File: config.mk
export PLATFORM = sky130hd
export DESIGN_NAME = gpio_pixel_receiver
export DESIGN_NICKNAME = d
export VERILOG_FILES = /design/src/rtl/gpio_rx_pkg.sv /design/src/rtl/pixel_fifo.sv /design/src/rtl/gpio_pixel_receiver.sv
export SDC_FILE = /design/constraint.sdc
export NUM_CORES = 1
export LEC_CHECK = 0
export ABC_AREA = 1
export CORE_MARGIN = 3
export CORE_UTILIZATION = 51
export CTS_BUF_LIST = sky130_fd_sc_hd__clkbuf_8
export CTS_CLUSTER_DIAMETER = 40
export DETAILED_ROUTE_END_ITERATION = 8
export PLACE_DENSITY = 0.82
export SKIP_CTS_REPAIR_TIMING = 1
export SLEW_MARGIN = 10
export SYNTH_ARGS = -nofsm -noshare
export SYNTH_HDL_FRONTEND = slang
export SYNTH_SLANG_ARGS = --single-unit
File: constraint.sdc
create_clock -name clk -period 2.1 [get_ports clk]
set_input_delay 0.525 -clock clk [delete_from_list [all_inputs] [get_ports clk]]
set_output_delay 0.525 -clock clk [all_outputs]
set_load 0.005 [all_outputs]
File: src/rtl/gpio_rx_pkg.sv
// gpio_rx_pkg: shared FSM state, default channel width and pixel layout
package gpio_rx_pkg;
   localparam int CHAN_W_DEF = 8;
   typedef enum logic [1:0] {WAIT_R, WAIT_G, WAIT_B} gpio_rx_state_t;
   typedef struct packed {
      logic [CHAN_W_DEF-1:0] r;
      logic [CHAN_W_DEF-1:0] g;
      logic [CHAN_W_DEF-1:0] b;
   } pixel_t;
endpackage

File: src/rtl/pixel_fifo.sv
// pixel_fifo: power-of-two synchronous FIFO; head reads as 0 while empty
module pixel_fifo #(
   parameter int DEPTH = 4,
   parameter int W     = 24
) (
   input  logic         clk,
   input  logic         rst_n,
   input  logic         push,
   input  logic         pop,
   input  logic [W-1:0] din,
   output logic         full,
   output logic         empty,
   output logic [W-1:0] dout
);
   localparam int AW = $clog2(DEPTH);
   logic [W-1:0]  mem [DEPTH];
   logic [AW-1:0] wr_ptr, rd_ptr;
   logic [AW:0]   level;
   logic          wr_en, rd_en;
   assign full  = level == (AW+1)'(DEPTH);
   assign empty = level == '0;
   assign wr_en = push && (!full || pop);
   assign rd_en = pop && !empty;
   assign dout  = empty ? '0 : mem[rd_ptr];
   always_ff @(posedge clk)
      if (wr_en) mem[wr_ptr] <= din;
   always_ff @(posedge clk or negedge rst_n)
      if (!rst_n) begin
         wr_ptr <= '0;
         rd_ptr <= '0;
         level  <= '0;
      end else begin
         if (wr_en) wr_ptr <= wr_ptr + AW'(1);
         if (rd_en) rd_ptr <= rd_ptr + AW'(1);
         level <= level + (AW+1)'(wr_en) - (AW+1)'(rd_en);
      end
endmodule

File: src/rtl/gpio_pixel_receiver.sv
// gpio_pixel_receiver: assembles R/G/B GPIO strobes into pixels and queues them.
// Define GPIO_RX_ERRCNT_EN to build the saturating error counter behind err_cnt.
module gpio_pixel_receiver
   import gpio_rx_pkg::*;
#(
   parameter int DEPTH  = 4,
   parameter int CHAN_W = CHAN_W_DEF,
   parameter int CNT_W  = 16
) (
   input  logic                  clk,
   input  logic                  rst_n,
   input  logic [31:0]           GPIO,
   input  logic                  GPIOEnR,
   input  logic                  GPIOEnG,
   input  logic                  GPIOEnB,
   input  logic                  pix_ready,
   output logic                  pix_valid,
   output logic [3*CHAN_W-1:0]   pix_data,
   output logic [CNT_W-1:0]      pix_count,
   output logic                  seq_err,
   output logic                  overflow,
   output logic [7:0]            err_cnt
);
   gpio_rx_state_t    state, state_nxt;
   logic [CHAN_W-1:0] r_q, g_q, chan;
   logic              ld_r, ld_g, push, err, pop, full, empty, accept;
   assign chan      = GPIO[CHAN_W-1:0];
   assign pix_valid = !empty;
   assign pop       = pix_valid && pix_ready;
   assign accept    = push && (!full || pop);
   generate
      if (CHAN_W < 32) begin : g_unused
         logic unused_gpio;
         assign unused_gpio = ^GPIO[31:CHAN_W];
      end
   endgenerate
   always_comb begin
      state_nxt = state;
      ld_r      = 1'b0;
      ld_g      = 1'b0;
      push      = 1'b0;
      err       = 1'b0;
      if (32'($countones({GPIOEnR, GPIOEnG, GPIOEnB})) > 32'd1) begin
         err       = 1'b1;
         state_nxt = WAIT_R;
      end else if (GPIOEnR) begin
         ld_r      = 1'b1;
         err       = state != WAIT_R;
         state_nxt = WAIT_G;
      end else if (GPIOEnG) begin
         ld_g      = state == WAIT_G;
         err       = !ld_g;
         state_nxt = ld_g ? WAIT_B : WAIT_R;
      end else if (GPIOEnB) begin
         push      = state == WAIT_B;
         err       = !push;
         state_nxt = WAIT_R;
      end
   end
   always_ff @(posedge clk or negedge rst_n)
      if (!rst_n) begin
         state     <= WAIT_R;
         r_q       <= '0;
         g_q       <= '0;
         pix_count <= '0;
         seq_err   <= 1'b0;
         overflow  <= 1'b0;
      end else begin
         state    <= state_nxt;
         if (ld_r) r_q <= chan;
         if (ld_g) g_q <= chan;
         if (accept) pix_count <= pix_count + CNT_W'(1);
         seq_err  <= err;
         overflow <= push && full && !pop;
      end
   pixel_fifo #(.DEPTH(DEPTH), .W(3*CHAN_W)) u_fifo (
      .clk   (clk),
      .rst_n (rst_n),
      .push  (push),
      .pop   (pop),
      .din   ({r_q, g_q, chan}),
      .full  (full),
      .empty (empty),
      .dout  (pix_data)
   );
`ifdef GPIO_RX_ERRCNT_EN
   logic [7:0] err_q;
   always_ff @(posedge clk or negedge rst_n)
      if (!rst_n) err_q <= '0;
      else if ((seq_err || overflow) && err_q != 8'hff) err_q <= err_q + 8'd1;
   assign err_cnt = err_q;
`else
   assign err_cnt = '0;
`endif
endmodule

# Word level (Yosys, flattened, before mapping)
# Memory sizes are Yosys's and may differ from the RTL's.
# Index checks and enable logic that the tools add are counted.
[classes] addsub=7 n_lt_le_gt_ge=1 n_eq_ne=3 muxes=21 n_reduce_logical=14
[op_table] cell="$mux 24" n=1
[op_table] cell="$add 16x1->16 const B" n=1
[op_table] cell="$mux 1" n=15
[op_table] cell="$mux 2" n=5
[op_table] cell="$logic_and 1x1->1" n=5
[op_table] cell="$logic_not 1->1" n=5
[op_table] cell="$add 2x1->2 const B" n=2
[op_table] cell="$reduce_bool 4->1" n=1
[op_table] cell="$add 2x1->3" n=1
[op_table] cell="$add 3x1->3" n=1
[op_table] cell="$eq 3x3->1 const B" n=1
[op_table] cell="$gt 3x1->1 const B" n=1
[op_table] cell="$logic_not 3->1" n=1
[op_table] cell="$sub 3x1->3" n=1
[op_table] cell="$add 1x1->2" n=1
[op_table] cell="$eq 2x1->1 const B" n=1
[op_table] cell="$eq 2x2->1 const B" n=1
[op_table] cell="$reduce_bool 2->1" n=1
[op_table] cell="$logic_or 1x1->1" n=1
[totals] ff_bits=43 ram_bits=96 inputBits=38 memories=1
[memory_table] memory="u_fifo.mem" depth=4 word_bits=24 read_ports=1 rd_clocked_by_memory_dff=0 wr=1 line="pixel_fifo.sv:16" rtl="logic [W-1:0] mem [DEPTH];"

# Longest topological paths before layout
# Gate-level depths: netlist (run 1).
[depth] depth_word=8 mapped_depth=11 mapped_depth_nobuf=10

# Modules after synthesis
# Synthesis (run 1) repeated with hierarchy kept, for this count alone.
[unflattened] hier_cells=664 hier_area_um2=6397.4
[by_module_without_submodules] module="pixel_fifo" instances=1 cells_per_inst=433 area_per_inst_um2=4514.3 seq_area_each_um2=3057.9
[by_module_without_submodules] module="gpio_pixel_receiver" instances=1 cells_per_inst=231 area_per_inst_um2=1883.1 seq_area_each_um2=900.9

# Least setup slack after synthesis (run 1)
# OpenSTA, ideal clock, no wires.
[synth_timing] path_kind="input to register" startpoint="in GPIOEnR" endpoint="mem u_fifo.mem[0][0] (enable)" setup_ns=0.405 arrival_time_ns=2.290 setup_slack_ns=-0.595 cell_stages=7 cell_sequence="ha_1 inv_1 nand2_2 nor2_4 nand3_2 buf_6 nor2_1"
[synth_via] elab_chain_len=6 word_cells_on_any_way=7 cone_classes="add/sub (1); order compare (1); mux (4); reduce/logical (1)"
[synth_rtl] item="from (decl)" line="gpio_pixel_receiver.sv:13" rtl="input logic GPIOEnR,"
[synth_rtl] item="$add 2x1->3 (implied by the code)" line="gpio_pixel_receiver.sv:43" rtl="if (32'($countones({GPIOEnR, GPIOEnG, GPIOEnB})) > 32'd1) begin"
[synth_rtl] item="$gt 3x1->1" line="gpio_pixel_receiver.sv:43"
[synth_rtl] item="$mux 1 (*)" line="gpio_pixel_receiver.sv:43"
[synth_rtl] item="$logic_and 1x1->1 (*)" line="pixel_fifo.sv:22" rtl="assign wr_en = push && (!full || pop);"
[synth_rtl] item="$mux 1 (*)" line="pixel_fifo.sv:26" rtl="if (wr_en) mem[wr_ptr] <= din;"
[synth_rtl] item="$mux 1 (implied by the code) (*)" line="pixel_fifo.sv:26"
[synth_rtl] item="to (decl)" line="pixel_fifo.sv:16"
# Every way passes the cells marked *; elsewhere a longest branch is shown, timed or not.

# Worst setup path in the final report (run 1)
[layout_timing] startpoint="reg u_fifo.rd_ptr[0]" endpoint="out pix_data[5]"
[layout_via] elab_chain_len=2
[layout_rtl] item="from (decl)" line="pixel_fifo.sv:17" rtl="logic [AW-1:0] wr_ptr, rd_ptr;"
[layout_rtl] item="from (signal assigned)" line="pixel_fifo.sv:34" rtl="if (rd_en) rd_ptr <= rd_ptr + AW'(1);"
[layout_rtl] item="$mem_v2 4x24"
[layout_rtl] item="$mux 24" line="pixel_fifo.sv:24" rtl="assign dout = empty ? '0 : mem[rd_ptr];"
[layout_rtl] item="to (decl)" line="gpio_pixel_receiver.sv:18" rtl="output logic [3*CHAN_W-1:0] pix_data,"
# No other way between the ends.

==> flow_summary.json, run 1 <==
{
  "fin_hold_ws_ns": 0.470,
  "worstSetupEndpointType": "output pin",
  "cp.arrival_ns": 1.92,
  "clock_sinks": 139,
  "place_congestion": 0.781,
  "synth.largest_area_cell": "edfxtp_1",
  "synthArstFlopShare_pct": 30.9,
  "fmax_ghz": 0.409,
  "grt_max_degree": 37,
  "powerDensity_nw_per_um2": 1190,
  "row_count": 38,
  "status": "finished, violations left",
  "io_buffers": 56,
  "worst_path_max_delay_cell": "dfrtp_2",
  "drc_errors": 0,
  "hold_viol": 0,
  "hold_path_class": "input pin to asynchronous set/reset pin",
  "antenna_found_initial": 1,
  "syn_avg_cell_area_um2": 10.8,
  "initial_core_util_pct": 53.5,
  "power_leakage_nw": 3.06,
  "diodes": 0,
  "clock_skew_ns": 0.0122,
  "layout.cells.non_filler": 810,
  "yosys_warnings": 0,
  "setup_tns_ns": -3.92,
  "intPower_mw": 6.11,
  "violations": "negative setup slack",
  "core_area_um2": 11100,
  "r2r_setup_slack_ns": 0.10,
  "grt-ovfl-total": 0,
  "ys_ff_latch": 139,
  "clk_pin_slew_ns": 0.08,
  "firstDrtPassIters": 5,
  "worst_slack_ns": -0.343,
  "worst_setup_path_start_kind": "register",
  "fill_cells": 757,
  "peakVddDrop_v": 0.000795,
  "first_global_vias": 4238,
  "synthTopCellsByArea": "edfxtp_1 48%, dfrtp_1 18%, nor2_1 7.4%, o21ai_0 5.6%, nand2_1 4.8%",
  "synth-main-ff-cell": "edfxtp_1",
  "period_share_pct": 116,
  "path_max_fanout": 7,
  "rr_endpoint": "u_fifo.level[1]$_DFF_PN0_",
  "die_area_um2": 13000,
  "ios": 89,
  "period_minus_slack_ns": 2.44,
  "final_cell_mix": "96 x edfxtp_1, 93 x nor2_1, 74 x nand2_1",
  "yosysTopAreaCellShare_pct": 48.5,
  "track_usage_pct": 19.7,
  "crit_type": "register to output pin",
  "synthCells": 552,
  "synth-seq-area-share_pct": 66.6,
  "syn_area_um2": 5950,
  "dp_cells": 759,
  "cts_tree": "built",
  "via_per_inst": 5.36,
  "cts_root_buf": "clkbuf_8",
  "wl_per_cell_um": 17.3,
  "drive_above_1_share_pct": 25.8,
  "fp.dieW_um": 114,
  "die_y_um": 114,
  "r2r_cells": 11,
  "regToRegStartpoint": "u_fifo.level[0]$_DFF_PN0_",
  "setup_viol": 24,
  "clock_latency_ns": 0.43,
  "postRouteAntennaNets": 0,
  "final-max-slew-violation-count": 0,
  "rsz0062_at_grt": "yes",
  "sw_frac_of_total_pct": 33.3,
  "path_cells": "buf_4 > buf_8 > clkbuf_16 > nor2_4 > nor2_1 > o21ai_0 > a21oi_1 > buf_2",
  "vias": 4342,
  "dpl.hpwl_mm": 7.85,
  "cts_buffer_depth": 2,
  "drt-initial-drc-count": 341,
  "htree_levels": 4,
  "slowest_delay_ns": 0.42,
  "synth-edff-count": 96,
  "wl_mm": 14.0,
  "critical_path_required_ns": 1.57,
  "seqPwrFrac_pct": 36.3,
  "final_common_cell": "edfxtp_1",
  "p_switching_mw": 3.05,
  "nNetsFinal": 704,
  "maxCapViolations": 0,
  "grt_pass1_wl_mm": 19.9,
  "ys_types": 28,
  "pwr-share-clk_pct": 24.4,
  "p_comb_share_pct": 39.3,
  "cts_buffers": 17,
  "syn_to_final_growth_pct": 29.2
}
[flip-flops by register name (all words and copies together) (netlist names)]
name	count
u_fifo.level	3
overflow	1
seq_err	1
u_fifo.mem	96
r_q	8
u_fifo.wr_ptr	2
g_q	8
state	2
u_fifo.rd_ptr	2
pix_count	16
[layer usage]
metal	GRT usage [%]	vias to the layer above	share of wire, %
li1	-	2030	-
met1	24.5	2104	40
met2	33.0	175	52
met3	5.15	31	6.2
met4	8.00	2	1.9
met5	0	-	0.050
[cell families after synthesis]
kind of cell | synth area share (%)
and+or+nand+nor | 15.2
buffers and inverters | 6.54
adders and majority gates | 2.02
AOI/OAI and AO/OA | 8.42
other | 0.0631
xor gates and xnor gates | 1.18
DFF | 66.6
[stage by stage]
stage | power, mW | setup WS (ns) | util, % | cell area, um^2
after floorplan | 4.77 | -0.194 | - | 5980
after global placement | 6.15 | -0.255 | 62.0 | 6890
after detailed placement | 6.26 | -0.336 | 62.0 | 6890
after CTS | 8.46 | -0.571 | 65.6 | 7300
after global routing | 9.61 | -0.425 | 69.1 | 7680
final | 9.16 | -0.343 | 69.1 | 7680
[cells in the mapped netlist (4+ instances only)]
| master | number |
|---|---|
| nand3_1 | 8 |
| dfrtp_1 | 43 |
| nor2_1 | 118 |
| a21oi_1 | 25 |
| nand2_1 | 76 |
| edfxtp_1 | 96 |
| o21ai_1 | 9 |
| buf_2 | 8 |
| buf_6 | 7 |
| ha_1 | 8 |
| xnor2_1 | 5 |
| o21ai_0 | 66 |
| inv_1 | 43 |
| buf_4 | 10 |
| nand3b_1 | 4 |
[critical path: cells and delay by family, from the launching register on]
| family | cells | cell delay, ns |
|---|---|---|
| AO/OA/AOI/OAI | 2 | 0.36 |
| flip-flops | 1 | 0.42 |
| AND/OR/NAND/NOR | 2 | 0.13 |
| buffers and inverters | 4 | 0.57 |
[worst max path at each step]
stage / startpoint / endpoint / slack (ns)
2_1_floorplan: GPIOEnR / u_fifo.mem[0][0]$_DFFE_PP_ / -0.19
3_3_place_gp: GPIOEnR / u_fifo.level[1]$_DFF_PN0_ / -0.25
3_5_place_dp: GPIOEnR / u_fifo.level[1]$_DFF_PN0_ / -0.34
4_1_cts: u_fifo.rd_ptr[0]$_DFFE_PN0P_ / pix_data[10] / -0.57
5_1_grt: u_fifo.rd_ptr[0]$_DFFE_PN0P_ / pix_data[5] / -0.43
6_report: u_fifo.rd_ptr[0]$_DFFE_PN0P_ / pix_data[5] / -0.34
[cell type report]
cell class                      count  area (um^2)  area share, %
Sequential cell                   139         3960           51.5
Multi-Input combinational cell    344         1820           23.7
Timing Repair Buffer              110         1140           14.9
Clock buffer                       17          234           3.05
Clock inverter                     15          175           2.28
Tap cell                          140          175           2.28
Inverter                           45          171           2.23
[power groups by stage]
stage	clock (mW)	sequential (mW)	combinational, mW
after CTS	2.23	3.31	2.92
after detailed placement	0	3.37	2.89
after floorplan	0	3.31	1.47
after global routing	2.38	3.34	3.89
final	2.23	3.32	3.60
after global placement	0	3.35	2.80
Note: power is estimated with default switching activity, not from simulation.
==> run 2, diff against run 1 <==
--- a/config.mk
+++ b/config.mk
@@ -6,14 +6,16 @@
 export NUM_CORES = 1
 export LEC_CHECK = 0
 export ABC_AREA = 1
+export CORE_ASPECT_RATIO = 0.6
 export CORE_MARGIN = 3
-export CORE_UTILIZATION = 51
+export CORE_UTILIZATION = 40
 export CTS_BUF_LIST = sky130_fd_sc_hd__clkbuf_8
 export CTS_CLUSTER_DIAMETER = 40
 export DETAILED_ROUTE_END_ITERATION = 8
-export PLACE_DENSITY = 0.82
+export PLACE_DENSITY = 0.67
 export SKIP_CTS_REPAIR_TIMING = 1
 export SLEW_MARGIN = 10
 export SYNTH_ARGS = -nofsm -noshare
 export SYNTH_HDL_FRONTEND = slang
 export SYNTH_SLANG_ARGS = --single-unit
+export TNS_END_PERCENT = 30
==> run 2 against run 1 <==
Net effect:
- the run still ends with negative setup slack left
- global-route usage fell by 3.6 points
- power fell by 2.9%
- first-iteration DRC count decreased by 28%
- fmax up 3.7%
- combinational power decreased by 4%
- worst hold slack worse by 0.37 ns
- critical path type unchanged
==> flow_summary.json, run 2 (synthesized netlist as in run 1, its figures left out) <==
{
  "peakVddDrop_v": 0.000515,
  "regToRegStartpoint": "u_fifo.level[1]$_DFF_PN0_",
  "slew_headroom_pct": 60.0,
  "path_max_fanout": 4,
  "startpoint": "u_fifo.rd_ptr[0]$_DFFE_PN0P_",
  "cp.arrival_ns": 1.83,
  "largest_reg_flops": 96,
  "syn_to_final_growth_pct": 29.3,
  "layout.cells.non_filler": 869,
  "final-max-slew-violation-count": 0,
  "worst_slack_ns": -0.256,
  "rsz0062_at_grt": "yes",
  "period_minus_slack_ns": 2.36,
  "hold_path_class": "input pin to asynchronous set/reset pin",
  "cts_root_buf": "clkbuf_8",
  "period_share_pct": 112,
  "fp.dieW_um": 163,
  "dpl.hpwl_mm": 8.46,
  "die_y_um": 100,
  "vias": 4094,
  "reg.largest.list": "u_fifo.mem: 96 flops, pix_count: 16 flops",
  "dp_cells": 815,
  "drc_errors": 0,
  "die_area_um2": 16400,
  "htree_levels": 4,
  "power_leakage_nw": 3.06,
  "io_buffers": 56,
  "critPathMostFrequentCell": "buf_12",
  "worst_pin_slew_ns": 0.599,
  "clock_sinks": 139,
  "grt.met3_usage_pct": 4.31,
  "hold_viol": 0,
  "grt-ovfl-total": 0,
  "via_per_inst": 4.71,
  "clk_pin_slew_ns": 0.08,
  "grt_max_degree": 25,
  "grt_pass1_wl_mm": 20.4,
  "gr-usage-met2_pct": 24.0,
  "crit_type": "register to output pin",
  "initial_core_util_pct": 42.2,
  "fmax_ghz": 0.425,
  "core_area_um2": 14100,
  "firstDrtPassIters": 4,
  "gr-usage-met1_pct": 23.9,
  "path_cells": "buf_12 > buf_12 > buf_8 > buf_6 > nor2_2 > nor2_1 > o21ai_0 > a21oi_1 > buf_2",
  "wl_per_cell_um": 15.5,
  "post-place-ws_ns": -0.358,
  "clock_latency_ns": 0.42,
  "track_usage_pct": 16.1,
  "finalCoreUtilization_pct": 54.6,
  "powerDensity_nw_per_um2": 1160,
  "critical_path_required_ns": 1.57,
  "wl_mm": 13.4,
  "setup_viol": 25,
  "fin_total_pwr_mw": 8.89,
  "regMostFlops": "u_fifo.mem",
  "antenna_found_initial": 0,
  "final_common_cell": "nor2_1",
  "busiest_layer": "met2",
  "diodes": 0,
  "worst_setup_path_start_kind": "register",
  "slowest_delay_ns": 0.49,
  "cts_tree": "built",
  "worst_path_max_delay_cell": "dfrtp_2",
  "cts_buffers": 17,
  "nNetsFinal": 711,
  "place_congestion": 0.809,
  "worstSetupEndpointType": "output pin",
  "row_count": 33,
  "final_cell_mix": "101 x nor2_1, 96 x edfxtp_1, 75 x nand2_1",
  "drt-initial-drc-count": 247,
  "ios": 89,
  "fill_cells": 1215,
  "postRouteAntennaNets": 0,
  "first_global_vias": 3968,
  "violations": "negative setup slack",
  "drive_above_1_share_pct": 24.5,
  "maxCapViolations": 0,
  "status": "finished, violations left",
  "clock_skew_ns": 0.00732,
  "fin_hold_ws_ns": 0.102,
  "cts_buffer_depth": 2
}
==> run 2: routing by layer <==
metal / part of all wire, % / vias up
met2: 45 / 92
met3: 5.8 / 4
li1: - / 2038
met5: 0 / -
met1: 49 / 1960
met4: 0.32 / 0
==> run 2: critical path: cells and delay by family (launching register included) <==
family / cells / cell delay, ns
flip-flops: 1 / 0.49
buffers and inverters: 5 / 0.65
AO/OA/AOI/OAI: 2 / 0.15
AND/OR/NAND/NOR: 2 / 0.14
==> run 2: where the power goes <==
group          leakage, nW  switching, mW  total, mW  internal [mW]
clock network        0.186          0.999       2.10           1.10
logic                 1.46           1.67       3.46           1.79
registers             1.41          0.180       3.33           3.15
total                 3.06           2.85       8.89           6.05
==> run 2: worst paths after layout <==
check	endpoint	slack (ns)	cells past startpoint
setup / recovery	pix_data[2]	-0.26	9
hold / removal	pix_count[12]$_DFFE_PN0P_	0.10	1
setup reg to reg	u_fifo.level[1]$_DFF_PN0_	0.08	11
hold reg to reg	pix_count[15]$_DFFE_PN0P_	0.51	2
max in group asynchronous	u_fifo.rd_ptr[0]$_DFFE_PN0P_	1.44	2
min in group clk	pix_count[15]$_DFFE_PN0P_	0.51	2
==> run 2: layout make-up <==
class	count	area, um^2	area share [%]
sequential	139	3960	51.5
tap	192	240	3.12
clock inverter	13	125	1.63
multi-input combinational	344	1750	22.7
timing repair buffer	117	1180	15.4
inverter	45	171	2.23
clock buffer	19	262	3.40
==> run 2: stage by stage <==
step           instance area [um^2]  TNS, ns
2_1_floorplan                  5980   -18.64
3_3_place_gp                   7000   -26.89
3_5_place_dp                   7000   -37.57
4_1_cts                        7390   -12.88
5_1_grt                        7690    -7.06
6_report                       7690    -4.17
==> edit 1 (flow settings as in run 2) <==
`DEPTH` is set to 4 in 2 places; all go to 8.
--- a/src/rtl/pixel_fifo.sv
+++ b/src/rtl/pixel_fifo.sv
@@ -2,3 +2,3 @@
 module pixel_fifo #(
-   parameter int DEPTH = 4,
+   parameter int DEPTH = 8,
    parameter int W     = 24
--- a/src/rtl/gpio_pixel_receiver.sv
+++ b/src/rtl/gpio_pixel_receiver.sv
@@ -5,3 +5,3 @@
 #(
-   parameter int DEPTH  = 4,
+   parameter int DEPTH  = 8,
    parameter int CHAN_W = CHAN_W_DEF,
Function: no difference found for any inputs over 10 cycles, from zero or initial values and one cycle with rst_n low; that may be too few to reach the edited logic, so the function may still have changed.
==> edit 1 against run 2 <==
The run still ends with setup timing left. Routed wire length is 100% higher. Non-clock buffer count increased by 43. Sequential cell count increased by 99. Setup slack lost 0.30 ns. Clock skew increased by 0.011 ns. Cell area is 73% higher. Total power up 87%. Synthesized area increased by 69%. Sequential power rose by 73%. Highest routed layer unchanged. Largest power group unchanged.
==> edit 1: results (changes against run 2) <==
Run status
  – Outcome: complete, but fails checks
  – Failing checks: setup timing

CTS
  – Worst-case clock buffer depth: 3 (+1)
  – TritonCTS buffer count: 37 (+20)
  – Clock Latency Late Sink: 0.52 ns (+0.10 ns)
  – Clock-pin transition on the worst setup and hold timing paths: 0.06 ns (-0.02 ns)

Yosys
  – Synth Instances: 911 (+65%)
  – Synth Area in Compound Gates: 7.80% (-0.61 points)
  – Post-synthesis adder-cell area fraction: 1.44% (-0.58 points)
  – EDFF count, synth: 192 (+100%)

Placed design
  – Placed cell count: 1313 (+61%)
  – GPL Wtd Cong: 0.844 (+4.3%)

Layout
  – Layout cells sized above 1: 26.4% (+1.9 points)
  – Fraction of area in registers: 52.0% (+0.48 points)
  – Non-Clock Inverter Count: 41 (-8.9%)
  – Fraction of area in multi-input gates: 24.1% (+1.4 points)

Power
  – Leakage power of the design: 5.14 nW (+68%)
  – Worst VDD drop: 0.000538 V (+4.6%)
  – P_sw: 5.95 mW (+110%)

GRT
  – Total track usage: 18.1% (+2.0 points)
  – M1 GR Usage: 29.4% (+5.5 points)
  – Largest net degree at the start of global routing: 42 (+68%)

Timing
  – Setup violations, final: 25 (unchanged)
  – Slew margin rel.: 66.9% (+6.8 points)
  – Layout Skew: 0.0179 ns (+0.0106 ns)
  – WHS: 0.374 ns (+0.272 ns)
  – Final WS setup: -0.556 ns (-0.301 ns)
  – Setup TNS: -11.06 ns (-6.89 ns)

Worst setup path
  – CP max FO: 21 (+17)
  – Critical path's largest stage delay: 0.47 ns (-0.02 ns)

Route
  – Vias: 7253 (+77%)
  – Wirelength per Cell: 19.2 um (+24%)
  – Initial DRC Count: 723 (+190%)
  – Initial DRT Pass Iterations: 5 (+1)
  – Drt via density: 5.13 (+8.8%)
## edit 1: cell types whose count changed after synthesis, sizes merged, moves of 3 or more
| cell | run 2 | this run |
|---|---|---|
| clkbuf | 6 | 13 |
| a21oi | 25 | 3 |
| xnor2 | 5 | 11 |
| nand3 | 11 | 42 |
| nor2 | 123 | 242 |
| o21ai | 75 | 147 |
| dfrtp | 43 | 46 |
| buf | 25 | 37 |
| nand2 | 79 | 117 |
| nand3b | 4 | 0 |
| edfxtp | 96 | 192 |
| inv | 44 | 41 |
## edit 1: power by group through the flow
stage | Combinational, mW | Sequential [mW] | Clock (mW)
floorplan | 2.98 | 5.69 | 0
global placement | 5.50 | 5.83 | 0
detailed placement | 5.55 | 5.84 | 0
CTS | 5.59 | 5.75 | 3.67
global route | 7.83 | 5.80 | 3.91
finish | 7.25 | 5.76 | 3.59
## edit 1: logic make-up after synthesis
group	Yosys count
AOI/OAI and AO/OA	152
other	1
adders and majority gates	11
and+or+nand+nor	405
buffers and inverters	91
DFF	238
xor gates and xnor gates	13
==> edit 2 (flow settings as in run 2) <==
Made on the original files. Put one more register stage on the output `pix_count`, without a reset. The value now appears one clock later. The other outputs are not delayed to match.
--- a/src/rtl/gpio_pixel_receiver.sv
+++ b/src/rtl/gpio_pixel_receiver.sv
@@ -23,2 +23,4 @@
 );
+
+   logic [CNT_W-1:0] pix_count_s0;
    gpio_rx_state_t    state, state_nxt;
@@ -64,3 +66,3 @@
          g_q       <= '0;
-         pix_count <= '0;
+         pix_count_s0 <= '0;
          seq_err   <= 1'b0;
@@ -71,3 +73,3 @@
          if (ld_g) g_q <= chan;
-         if (accept) pix_count <= pix_count + CNT_W'(1);
+         if (accept) pix_count_s0 <= pix_count_s0 + CNT_W'(1);
          seq_err  <= err;
@@ -94,2 +96,6 @@
 `endif
+   always_ff @(posedge clk) begin
+      pix_count <= pix_count_s0;
+   end
+
 endmodule
Function: changed (a bounded check fails within 4 cycles, from zero or initial values and one cycle with rst_n low).
==> edit 2 against run 2 <==
The flow still finishes with violations (setup timing). Sequential cell count increased by 16. Synthesized cell count up 2.4%. Global-route usage fell by 0.81 points. Maximum frequency fell by 0.24%. Cell area grew 2.6%. Clock power shrank 6%. Combinational power is 1% lower. Sequential power increased by 9.6%. Worst hold slack gained 0.042 ns. Synthesized area grew 4.6%. Setup slack got worse by 0.0057 ns. Largest cell class unchanged. First-iteration DRC count increased by 47%. Total power increased by 1.6%. Routed wire length grew 0.73%.
==> edit 2: results (changes against run 2) <==
Timing
  – Layout Skew: 0.0106 ns (+0.00325 ns)
  – WHS: 0.144 ns (+0.0417 ns)
  – Setup violations, final: 24 (-4.0%)
  – Setup TNS: -4.74 ns (-0.565 ns)
  – Final WS setup: -0.261 ns (-0.00574 ns)
  – Slew margin rel.: 50.7% (-9.4 points)

Placed design
  – IO buf count: 56 (unchanged)
  – Worst slack, placed: -0.357 ns (+0.00119 ns)
  – Placed wire-length estimate: 8350 um (-1.2%)
  – Area post-placement: 7190 sq um (+2.8%)
  – GPL Wtd Cong: 0.815 (+0.67%)
  – Placed cell count: 824 (+1.1%)

Yosys
  – Register area share after synthesis: 68.8% (+2.2 points)
  – Mean area per synthesized cell: 11.0 sq um (+2.2%)
  – Top cells by area, synth: edfxtp_1 46%, dfrtp_1 17%, nor2_1 7.2%
  – Synth Warn #: 0 (unchanged)
  – Netlist cell types: 31 (+11%)
  – EDFF count, synth: 96 (unchanged)
  – Synth cell count leaders: 120 x nor2_1, 96 x edfxtp_1, 76 x nand2_1
  – Synth Flop Type: edfxtp_1
  – FFs w/ async S/R, synth: 27.7% (-3.2 points)

Layout
  – Non-Filler Instances: 878 (+1.0%)
  – Number of diodes: 0 (unchanged)
  – Layout cells sized above 1: 19.7% (-4.8 points)
  – Fin nets: 714 (+0.42%)
  – Biggest regs: u_fifo.mem x96, pix_count x16, pix_count_s0 x16

Worst setup path
  – R2R Setup Slk: 0.13 ns (+0.05 ns)
  – Top delay family on crit path: flip-flops
  – Master of the slowest instance on the critical path: dfrtp_2
  – CP max FO: 7 (+3)
  – Critical path's largest stage delay: 0.52 ns (+0.03 ns)
  – CP arrival: 1.84 ns
  – Crit path to: pix_data[6]
  – Crit Reg-Reg Startpoint: u_fifo.level[1]$_DFF_PN0_
  – Crit. Startpoint: u_fifo.rd_ptr[0]$_DFFE_PN0P_
  – R2R depth: 10 (-1)
  – Worst flop-to-flop path endpoint: u_fifo.level[2]$_DFF_PN0_

Route
  – Vias: 4216 (+3.0%)
  – Initial DRC Count: 364 (+47%)
  – DRT Wirelength: 13500 um (+0.73%)
  – Initial DRT Pass Iterations: 5 (+1)

CTS
  – Root Buffer: clkbuf_8
  – Clock-pin transition on the worst setup and hold timing paths: 0.08 ns (about the same)
  – TritonCTS buffer count: 17 (unchanged)
  – Clock Latency Late Sink: 0.44 ns (+0.02 ns)
  – Worst-case clock buffer depth: 2 (unchanged)

Power
  – Worst VDD drop: 0.000522 V (+1.5%)
  – Leakage power of the design: 3.18 nW (+3.9%)

GRT
  – Vias in the first global route: 3906 (-1.6%)
  – Global-route wire length before repair: 20200 um (-0.95%)
  – Total track usage: 15.3% (-0.81 points)
  – Largest net degree at the start of global routing: 32 (+28%)

Run status
  – Failing checks: setup timing
  – Outcome: complete, but fails checks

Min path
  – Tightest Hold Check Type: primary input to asynchronous set/reset pin
## edit 2: report_power, final
group | switching, mW | internal (mW)
Combinational | 1.65 | 1.75
Clock | 1.07 | 0.909
Sequential | 0.184 | 3.46
Total | 2.91 | 6.12
## edit 2: cells by family after synthesis
family / Yosys count / synth area share, %
and+or+nand+nor: 219 / 14.3
DFF: 155 / 68.8
AOI/OAI and AO/OA: 101 / 8.17
buffers and inverters: 71 / 5.45
xor gates and xnor gates: 9 / 1.27
adders and majority gates: 9 / 1.93
other: 1 / 0.0603
## edit 2: routing by layer
metal,track usage [%],up-vias,share of wire [%]
li1,-,2064,-
met1,21.5,2001,48
met2,23.3,132,44
met3,4.79,19,6.5
met4,4.69,0,1.1
met5,0,-,0
## edit 2: final cells by class
cell class,instances,area [sq um]
clock buffers,17,234
clock inverters,15,110
fillers,1285,6960
inverters,40,160
multi-input cells,346,1720
flip-flops and latches,155,4280
well taps,198,248
repair buffers,107,1130
